`src/rtl/mem_ctrl.sv`:
```
// Memory-access stage: decodes load/store ops and drives a req/ack data bus.
// It stalls the pipeline until the access completes, then aligns load data for MEM/WB.
package mem_ctrl_pkg;
    typedef logic [7:0] AluOpBus;
    localparam AluOpBus EXE_LD_B_OP  = 8'h20;
    localparam AluOpBus EXE_LD_H_OP  = 8'h21;
    localparam AluOpBus EXE_LD_W_OP  = 8'h22;
    localparam AluOpBus EXE_LD_BU_OP = 8'h23;
    localparam AluOpBus EXE_LD_HU_OP = 8'h24;
    localparam AluOpBus EXE_ST_B_OP  = 8'h28;
    localparam AluOpBus EXE_ST_H_OP  = 8'h29;
    localparam AluOpBus EXE_ST_W_OP  = 8'h2A;
endpackage

module mem_ctrl
    import mem_ctrl_pkg::*;
#(
    parameter int ADDR_W = 32
) (
    input  logic              clk,
    input  logic              rst,
    input  logic              flush,
    input  logic [4:0]        mem_wd,
    input  logic              mem_wreg,
    input  logic [31:0]       mem_wdata,
    input  logic              mem_inst_valid,
    input  logic [31:0]       mem_inst_pc,
    input  AluOpBus           mem_aluop,
    input  logic [31:0]       mem_mem_addr,
    input  logic [31:0]       mem_reg2,
    output logic [4:0]        wb_wd,
    output logic              wb_wreg,
    output logic [31:0]       wb_wdata,
    output logic              wb_inst_valid,
    output logic [31:0]       wb_inst_pc,
    output logic              ale,
    output logic              stall_req,
    output logic              data_req,
    output logic              data_we,
    output logic [ADDR_W-1:0] data_addr,
    output logic [3:0]        data_wstrb,
    output logic [31:0]       data_wdata,
    input  logic              data_ack,
    input  logic [31:0]       data_rdata
);
    typedef enum logic [1:0] {S_IDLE, S_WAIT, S_DONE, S_DRAIN} state_t;

    state_t              r_state, w_state_nxt;
    logic                r_req, w_req_nxt, r_we, w_we_nxt;
    logic [ADDR_W-1:0]   r_addr, w_addr_nxt;
    logic [3:0]          r_strb, w_strb_nxt;
    logic [31:0]         r_wdata, w_wdata_nxt, r_rbuf, w_rbuf_nxt;

    logic        w_ld, w_st, w_b, w_h, w_w, w_uns;
    logic [1:0]  w_a;
    logic        w_memop, w_mis, w_go;
    logic [3:0]  w_strb;
    logic [31:0] w_sdata, w_ldata;
    logic [7:0]  w_byte;
    logic [15:0] w_half;

    always_comb begin
        w_ld = 1'b0; w_st = 1'b0; w_b = 1'b0; w_h = 1'b0; w_w = 1'b0; w_uns = 1'b0;
        case (mem_aluop)
            EXE_LD_B_OP:  begin w_ld = 1'b1; w_b = 1'b1; end
            EXE_LD_H_OP:  begin w_ld = 1'b1; w_h = 1'b1; end
            EXE_LD_W_OP:  begin w_ld = 1'b1; w_w = 1'b1; end
            EXE_LD_BU_OP: begin w_ld = 1'b1; w_b = 1'b1; w_uns = 1'b1; end
            EXE_LD_HU_OP: begin w_ld = 1'b1; w_h = 1'b1; w_uns = 1'b1; end
            EXE_ST_B_OP:  begin w_st = 1'b1; w_b = 1'b1; end
            EXE_ST_H_OP:  begin w_st = 1'b1; w_h = 1'b1; end
            EXE_ST_W_OP:  begin w_st = 1'b1; w_w = 1'b1; end
            default: ;
        endcase
    end

    assign w_a     = mem_mem_addr[1:0];
    assign w_memop = mem_inst_valid & (w_ld | w_st);
    assign w_mis   = (w_h & w_a[0]) | (w_w & (w_a != 2'b00));
    assign w_go    = w_memop & ~w_mis;
    assign ale     = w_memop & w_mis;
    // DONE drops the stall so EX/MEM and MEM/WB advance on the DONE edge.
    assign stall_req = (w_go & ((r_state == S_IDLE) | (r_state == S_WAIT))) | (r_state == S_DRAIN);

    assign w_strb  = w_b ? (4'b0001 << w_a) : w_h ? (4'b0011 << w_a) : 4'b1111;
    assign w_sdata = w_b ? {4{mem_reg2[7:0]}} : w_h ? {2{mem_reg2[15:0]}} : mem_reg2;

    assign w_byte  = r_rbuf[{w_a, 3'b000} +: 8];
    assign w_half  = w_a[1] ? r_rbuf[31:16] : r_rbuf[15:0];
    assign w_ldata = w_b ? {{24{~w_uns & w_byte[7]}}, w_byte}
                   : w_h ? {{16{~w_uns & w_half[15]}}, w_half}
                   : r_rbuf;

    always_comb begin
        w_state_nxt = r_state;
        w_req_nxt   = r_req;
        w_we_nxt    = r_we;
        w_addr_nxt  = r_addr;
        w_strb_nxt  = r_strb;
        w_wdata_nxt = r_wdata;
        w_rbuf_nxt  = r_rbuf;
        case (r_state)
            S_IDLE: if (w_go & ~flush) begin
                w_req_nxt   = 1'b1;
                w_we_nxt    = w_st;
                w_addr_nxt  = {mem_mem_addr[ADDR_W-1:2], 2'b00};
                w_strb_nxt  = w_st ? w_strb : 4'b0000;
                w_wdata_nxt = w_st ? w_sdata : 32'h0;
                w_state_nxt = S_WAIT;
            end
            S_WAIT: if (data_ack) begin
                w_req_nxt   = 1'b0;
                w_rbuf_nxt  = data_rdata;
                w_state_nxt = flush ? S_DRAIN : S_DONE;
            end else if (flush) begin
                w_state_nxt = S_DRAIN;
            end
            // A drain entered on the ack edge has nothing outstanding; leave after one cycle.
            S_DRAIN: if (data_ack | ~r_req) begin
                w_req_nxt   = 1'b0;
                w_state_nxt = S_IDLE;
            end
            S_DONE:  w_state_nxt = S_IDLE;
            default: w_state_nxt = S_IDLE;
        endcase
    end

    always_ff @(posedge clk) begin
        if (!rst) begin
            r_state <= S_IDLE;
            r_req   <= 1'b0;
            r_we    <= 1'b0;
            r_addr  <= '0;
            r_strb  <= 4'b0000;
            r_wdata <= 32'h0;
            r_rbuf  <= 32'h0;
        end else begin
            r_state <= w_state_nxt;
            r_req   <= w_req_nxt;
            r_we    <= w_we_nxt;
            r_addr  <= w_addr_nxt;
            r_strb  <= w_strb_nxt;
            r_wdata <= w_wdata_nxt;
            r_rbuf  <= w_rbuf_nxt;
        end
    end

    assign data_req   = r_req;
    assign data_we    = r_we;
    assign data_addr  = r_addr;
    assign data_wstrb = r_strb;
    assign data_wdata = r_wdata;

    assign wb_wd         = flush ? 5'd0  : mem_wd;
    assign wb_wreg       = flush ? 1'b0  : (mem_wreg & ~ale);
    assign wb_wdata      = flush ? 32'h0 : (w_ld ? w_ldata : mem_wdata);
    assign wb_inst_valid = flush ? 1'b0  : mem_inst_valid;
    assign wb_inst_pc    = flush ? 32'h0 : mem_inst_pc;
endmodule

```
`config.mk`:
```
export PLATFORM = sky130hd
export DESIGN_NAME = mem_ctrl
export DESIGN_NICKNAME = d
export VERILOG_FILES = /design/src/rtl/mem_ctrl.sv
export SDC_FILE = /design/constraint.sdc
export NUM_CORES = 1
export LEC_CHECK = 0
export BUFFER_PORTS_ARGS = -buffer_cell sky130_fd_sc_hd__buf_4
export CAP_MARGIN = 20
export CORE_AREA = 2 2 126 128
export CTS_CLUSTER_DIAMETER = 60
export DETAILED_ROUTE_END_ITERATION = 10
export DIE_AREA = 0 0 128 130
export PLACE_DENSITY = 0.78
export SLEW_MARGIN = 10
export SYNTH_ARGS = -nofsm -noshare
export SYNTH_HDL_FRONTEND = slang
export SYNTH_SLANG_ARGS = --single-unit
```
`constraint.sdc`:
```
create_clock -name clk -period 6.1 [get_ports clk]
set_input_delay 0.305 -clock clk [delete_from_list [all_inputs] [get_ports clk]]
set_output_delay 0.305 -clock clk [all_outputs]
set_load 0.01 [all_outputs]
```
==> metrics.log, run 1 <==
INFO  metric result_of_the_run = complete, no violations
INFO  metric ys_async_sr_fraction = 0
INFO  metric worstMarginPinSlew = 0.959 ns
INFO  metric power.density_cell_area = 180 nW/um^2
INFO  metric drtAntennaViolNets = 0
INFO  metric initial_core_util = 0.368
INFO  metric drive_above_1_share = 0.385
INFO  metric final_nets = 1151
INFO  metric clkTransAtPathRegs = 0.07 ns
INFO  metric die_area = 16600 sq um
INFO  metric intPower = 1.14 mW
INFO  metric drv_slew = 0
INFO  metric swShare = 0.254
INFO  metric critical_path_start_type = input pin
INFO  metric timing.max_slew.rel_slack = 0.358
INFO  metric cts_tree = done
INFO  metric gp_congestion = around 0.9
INFO  metric buffer_count_from_post_cts_setup_fixing = 0
INFO  metric mappedNetlistArea = 5680 sq um
INFO  metric worst_clock_skew = 0.00555 ns
INFO  metric postSynthCellCount = 690
INFO  metric power.sequential.fraction = 0.438
INFO  metric grt_max_degree = 79
INFO  metric period_share = 0.509
INFO  metric cts_inserted_buffers = 9
INFO  metric grt_pass1_wl = roughly 31 mm
INFO  metric detailedPlacementHpwl = 15.2 mm
INFO  metric cts-htree-levels = 3
INFO  metric worstPathBufferInverterCount = 2
INFO  metric synthDominantCellAreaShare = 0.360
INFO  metric crit_path_top_delay_cell = nor2_1
INFO  metric grt_antenna_before_repair = 0
INFO  metric total_leakage_power = 3.66 nW
INFO  metric insertedDiodeCount = 0
INFO  metric place.port_buffers = 319
INFO  metric drc_errors = 0
INFO  metric synth_seq_area_share = 0.360
INFO  metric finalSetupTns = 0 ns
INFO  metric critical_path_class = input pin to output pin
INFO  metric timing_hold_violations_final = 0
INFO  metric timing.critical_path.cells = buf_4 -> or4b_1 -> nor2_1 -> a21oi_4 -> o211ai_4 -> o21ai_0 -> buf_4
INFO  metric clock_tree.buffer_depth = 2
INFO  metric area.growth.synth_to_final = 49.2%
INFO  metric rsz0062_at_grt = false
INFO  metric worst-endpoint-required = 5.79 ns
INFO  metric synth_top_flop_cell = dfxtp_1
INFO  metric total_power = 1.52 mW
INFO  metric global_route.usage.total = 0.237
INFO  metric clock_network_power_share = 0.386
INFO  metric floorplan.io_pins = 322
INFO  metric grt_pass1_vias = 5937
INFO  metric crit_path_max_incr_delay = 0.79 ns
INFO  metric yosysWarningCount = 0
INFO  metric die_height = 130 um
INFO  metric netlist-cell-type-count = 49
INFO  metric worstPathArrival = 2.80 ns
INFO  metric critPathCaptureType = output pin
INFO  metric drtIter0Drc = around 560
INFO  metric synth.top_cells.by_area = dfxtp_1 36%, a21boi_0 9.1%, nand2_1 6.7%
INFO  metric max_cap_viol_count = 0
INFO  metric synth.largest_area_cell = dfxtp_1
INFO  metric cts_hold_buf = 0
INFO  metric clk_root_buffer_cell = clkbuf_16
INFO  metric total_switching_power = between 0.3 and 0.4 mW
INFO  metric cts.repair.resized = 0
INFO  metric min-delay-path-class = input pin to register
INFO  metric wl = 20.7 mm
INFO  metric fp.dieW = between 100 and 150 um
INFO  metric clock_insertion_delay_worst_skew = between 0.3 and 0.4 ns
INFO  metric synth_edf_count = 0
INFO  metric timing.final.setup_violations = 0
INFO  metric max_clock_freq = 322 MHz
INFO  metric drt-pass1-iter-count = 5
INFO  metric final_period_minus_worst_setup_slack = 3.11 ns
INFO  metric crit_path_frequent_cell = buf_4
INFO  metric peakVddDrop = 0.167 mV
INFO  metric ys_seq_elements = 102
INFO  metric placement_rows = 46
INFO  metric grt_overflow = 0
INFO  metric post_drt_wl_per_cell = 17.8 um
INFO  metric floorplan.core_area = about 15000 sq um
INFO  metric vias = 6296
INFO  metric pwr-share-comb = 0.175
INFO  metric synth.avg_cell_area = between 8 and 9 sq um
INFO  metric routed_via_density = between 5 and 6
INFO  metric path_max_fanout = 15
INFO  metric path_delay_family = simple AND/OR/NAND/NOR gates
INFO  metric cts.sink_count = roughly 100
-- layer usage --
metal  global-route usage  part of all wire  up-vias
li1                     -                 -     3035
met3               0.0545             0.081       29
met2                0.404              0.49      287
met4               0.0685             0.020        0
met5                    0                 0        -
met1                0.304              0.41     2945
-- kinds of logic (layout without fill, tap and decap cells) --
family | after synthesis | count (layout) | synth area share
mux | 34 | 34 | 0.0776
flops | 102 | 102 | 0.360
compound gates | 223 | 223 | 0.287
simple gates | 256 | 256 | 0.216
buf+inv | 70 | 352 | 0.0503
other cells | 1 | 2 | 0.000661
fa+ha+maj | 4 | 4 | 0.00882
-- registers in the layout, indices dropped and copies added (netlist names) --
signal,count
data_wstrb,4
r_rbuf,32
r_state,2
data_addr,30
data_req,1
data_wdata,32
data_we,1
-- path summary, 6_finish.rpt --
| check | from | to | slack, ns | depth (start not counted) |
|---|---|---|---|---|
| min | data_rdata[23] | r_rbuf[23]$_SDFFE_PN0P_ | 0.21 | 3 |
| min reg2reg | data_wdata[15]$_SDFFE_PN0P_ | data_wdata[15]$_SDFFE_PN0P_ | 0.47 | 1 |
| max reg2reg | r_state[1]$_SDFFE_PN0P_ | data_wdata[20]$_SDFFE_PN0P_ | 3.66 | 6 |
| max | mem_aluop[4] | wb_wdata[31] | 2.99 | 7 |
-- layout by cell type (no fill, tap or decap), types with 5 or more instances in the layout --
master,count
buf_4,328
nand2_1,102
dfxtp_1,102
a21boi_0,69
o21ai_0,55
nand3_1,46
nor2b_1,42
o2bb2ai_1,34
nor2_1,30
mux2i_1,26
nand4_1,12
o21ai_2,11
clkbuf_16,9
mux4_2,8
o22ai_1,8
a222oi_1,8
a22o_1,7
o31ai_1,7
inv_1,5
-- final cells by class --
| class | instances | area (sq um) |
|---|---|---|
| clock buffer | 10 | 229 |
| fill | 1496 | 6950 |
| timing repair buffer | 331 | 2500 |
| clock inverter | 6 | 68.8 |
| tap | 192 | 240 |
| sequential | 102 | 2040 |
| inverter | 5 | 18.8 |
| multi-input combinational | 519 | 3370 |
-- power groups by stage --
stage	Combinational, mW	Sequential (mW)	Clock [mW]
after global routing	0.286	0.667	0.630
after detailed placement	0.266	0.683	0
after CTS	0.267	0.667	0.600
after global placement	0.262	0.683	0
final	0.267	0.668	0.588
after floorplan	0.110	0.683	0
-- stage by stage --
step	area, sq um	std cells	setup WS (ns)	utilization	hold WS [ns]
after floorplan	5680	691	3.62	-	0.450
after global placement	8130	1146	2.91	0.527	0.448
after detailed placement	8160	1148	3.03	0.529	0.451
after CTS	8460	1164	3.02	0.548	0.201
after global routing	8470	1165	2.86	0.549	0.204
final	8470	1165	2.99	0.549	0.210
-- worst reg2reg max path, delay by kind of cell, from the launching register on --
family	cells	cell delay, ns
compound gates	1	0.14
buf+inv	2	0.76
flops	1	0.38
simple gates	3	1.09
-- cell usage after synthesis, types with 2 or more instances --
master / count
o31ai_1: 7
a21o_1: 2
nand4_1: 12
o41ai_1: 2
o21ai_0: 55
a21boi_0: 69
a22o_1: 7
and2_1: 3
buf_4: 2
o22ai_1: 8
nand3_1: 46
or3_1: 2
inv_1: 5
mux4_2: 8
or2_2: 3
o21ai_2: 10
o21a_1: 3
buf_2: 6
nor3_1: 3
clkbuf_1: 55
ha_1: 4
nor2_1: 32
nor2b_1: 42
mux2i_1: 26
o2bb2ai_1: 34
a21boi_1: 4
a21oi_1: 4
dfxtp_1: 102
a222oi_1: 8
nor3b_1: 4
nand2_1: 102
o21ai_1: 3
Power figures use the tool's default switching activity.
==> run 2: changes to the inputs <==
Settings changed: CORE_AREA 2 2 126 128 to 2 2 125 127, DIE_AREA 0 0 128 130 to 0 0 127 129, PLACE_DENSITY 0.78 to 0.82.
Clock period 6.1 ns to 2.8 ns, I/O delays scaled along.
==> metrics.log, run 2 (synthesis gave the netlist of run 1 again) <==
INFO  metric result_of_the_run = complete, no violations
INFO  metric drtIter0Drc = just under 500
INFO  metric cts_tree = done
INFO  metric initial_core_util = 0.379
INFO  metric worst-endpoint-required = 2.66 ns
INFO  metric drc_errors = 0
INFO  metric cts-htree-levels = 3
INFO  metric detailedPlacementHpwl = approximately 16 mm
INFO  metric cts_hold_buf = 0
INFO  metric clk_root_buffer_cell = clkbuf_16
INFO  metric drtAntennaViolNets = 0
INFO  metric grtUsageMet2 = 0.422
INFO  metric final_nets = 1157
INFO  metric vias = 6417
INFO  metric sequential_cell_area = ~2000 sq um
INFO  metric dp_slack = 0.143 ns
INFO  metric worstPathArrival = roughly 2.5 ns
INFO  metric layout.cells.most_common = buf_4
INFO  metric power.density_cell_area = 402 nW/um^2
INFO  metric final_cell_mix = 335 x buf_4, 102 x nand2_1, 102 x dfxtp_1
INFO  metric cts.repair.resized = 0
INFO  metric drt-pass1-iter-count = 5
INFO  metric worstMarginPinSlew = roughly 0.71 ns
INFO  metric timing.max_slew.rel_slack = 0.525
INFO  metric critical_path_start_type = input pin
INFO  metric drive_above_1_share = 0.389
INFO  metric clock_tree.buffer_depth = 2
INFO  metric max_cap_viol_count = 0
INFO  metric post_drt_wl_per_cell = 18.3 um
INFO  metric fp.dieW = between 100 and 150 um
INFO  metric max_clock_freq = between 300 and 400 MHz
INFO  metric floorplan.core_area = 15000 sq um
INFO  metric global_route.usage.total = 0.250
INFO  metric globalRouteMet1Util = 0.316
INFO  metric critical_path_class = input pin to output pin
INFO  metric clkTransAtPathRegs = 0.07 ns
INFO  metric grt_max_degree = 78
INFO  metric gp_congestion = between 0.9 and 1
INFO  metric min-delay-path-class = input pin to register
INFO  metric die_area = 16400 sq um
INFO  metric clock_insertion_delay_worst_skew = 0.35 ns
INFO  metric final_period_minus_worst_setup_slack = approximately 2.7 ns
INFO  metric timing.final.setup_violations = 0
INFO  metric rsz0062_at_grt = false
INFO  metric cts_inserted_buffers = 9
INFO  metric peakVddDrop = 0.402 mV
INFO  metric floorplan.io_pins = 322
INFO  metric grt_pass1_vias = 5977
INFO  metric grt.met3_usage = 0.0599
INFO  metric total_leakage_power = 3.69 nW
INFO  metric rr_worst_depth = 5
INFO  metric drv_slew = 0
INFO  metric grt.busiest_layer = met2
INFO  metric period_share = 0.954
INFO  metric die_height = 129 um
INFO  metric routed_via_density = 5.49
INFO  metric critPathCaptureType = output pin
INFO  metric finalSetupTns = 0 ns
INFO  metric place.port_buffers = 319
INFO  metric worst_clock_skew = 0.00736 ns
INFO  metric grt_pass1_wl = 32.2 mm
INFO  metric cts.sink_count = 102
INFO  metric path_max_fanout = 15
INFO  metric grt_antenna_before_repair = 1
INFO  metric multiInputGateArea = 3370 sq um
INFO  metric number_of_fill_cells = 1391
INFO  metric min_delay_path_depth = 3
INFO  metric grt_overflow = 0
INFO  metric timing.final.ws_setup = 0.130 ns
INFO  metric wl = 21.3 mm
INFO  metric placement_rows = 45
INFO  metric buffer_count_from_post_cts_setup_fixing = 0
INFO  metric area.growth.synth_to_final = 50.4%
INFO  metric timing_hold_violations_final = 0
## run 2: worst paths after layout
path	start	to	slack (ns)
worst max-delay path	mem_aluop[4]	wb_wdata[16]	0.13
worst min-delay path	data_rdata[24]	r_rbuf[24]$_SDFFE_PN0P_	0.04
worst max register to register	r_state[1]$_SDFFE_PN0P_	data_addr[26]$_SDFFE_PN0P_	0.76
worst min register to register	data_wdata[14]$_SDFFE_PN0P_	data_wdata[14]$_SDFFE_PN0P_	0.47
## run 2: power by group
part	total, mW	leakage (nW)	internal [mW]	switching (mW)
Clock	1.39	0.157	0.814	0.572
Sequential	1.45	0.821	1.45	0.00219
Combinational	0.589	2.72	0.321	0.267
Total	3.43	3.69	2.59	0.842
## run 2: layout make-up
cell class	instances	share of cell area
Multi-Input combinational cell	519	0.395
Inverter	5	0.00220
Tap cell	188	0.0276
Clock buffer	12	0.0289
Timing Repair Buffer	337	0.298
Antenna cell	1	0.000293
Clock inverter	4	0.00909
Sequential cell	102	0.239
## run 2: worst max-delay path, cell delays in order
cell	delay, ns
buf_4	0.11
or4b_1	0.67
a2111o_2	0.61
a21oi_4	0.30
o211ai_4	0.26
o21ai_0	0.27
buf_4	0.16
## run 2: through the flow
stage          hold WS [ns]  total power, mW  cells  utilization  area, sq um
6_report             0.0416             3.43   1168        0.570         8540
5_1_grt              0.0391             3.55   1168        0.570         8540
4_1_cts              0.0333             3.46   1166        0.569         8520
3_5_place_dp          0.412             2.07   1150        0.547         8190
3_3_place_gp          0.405             2.06   1149        0.546         8180
2_1_floorplan         0.285             1.73    691            -         5680
## run 2: layer usage
metal / vias up / part of all wire
li1: 3061 / -
met1: 3009 / 0.41
met2: 314 / 0.48
met3: 33 / 0.086
met4: 0 / 0.022
met5: - / 0
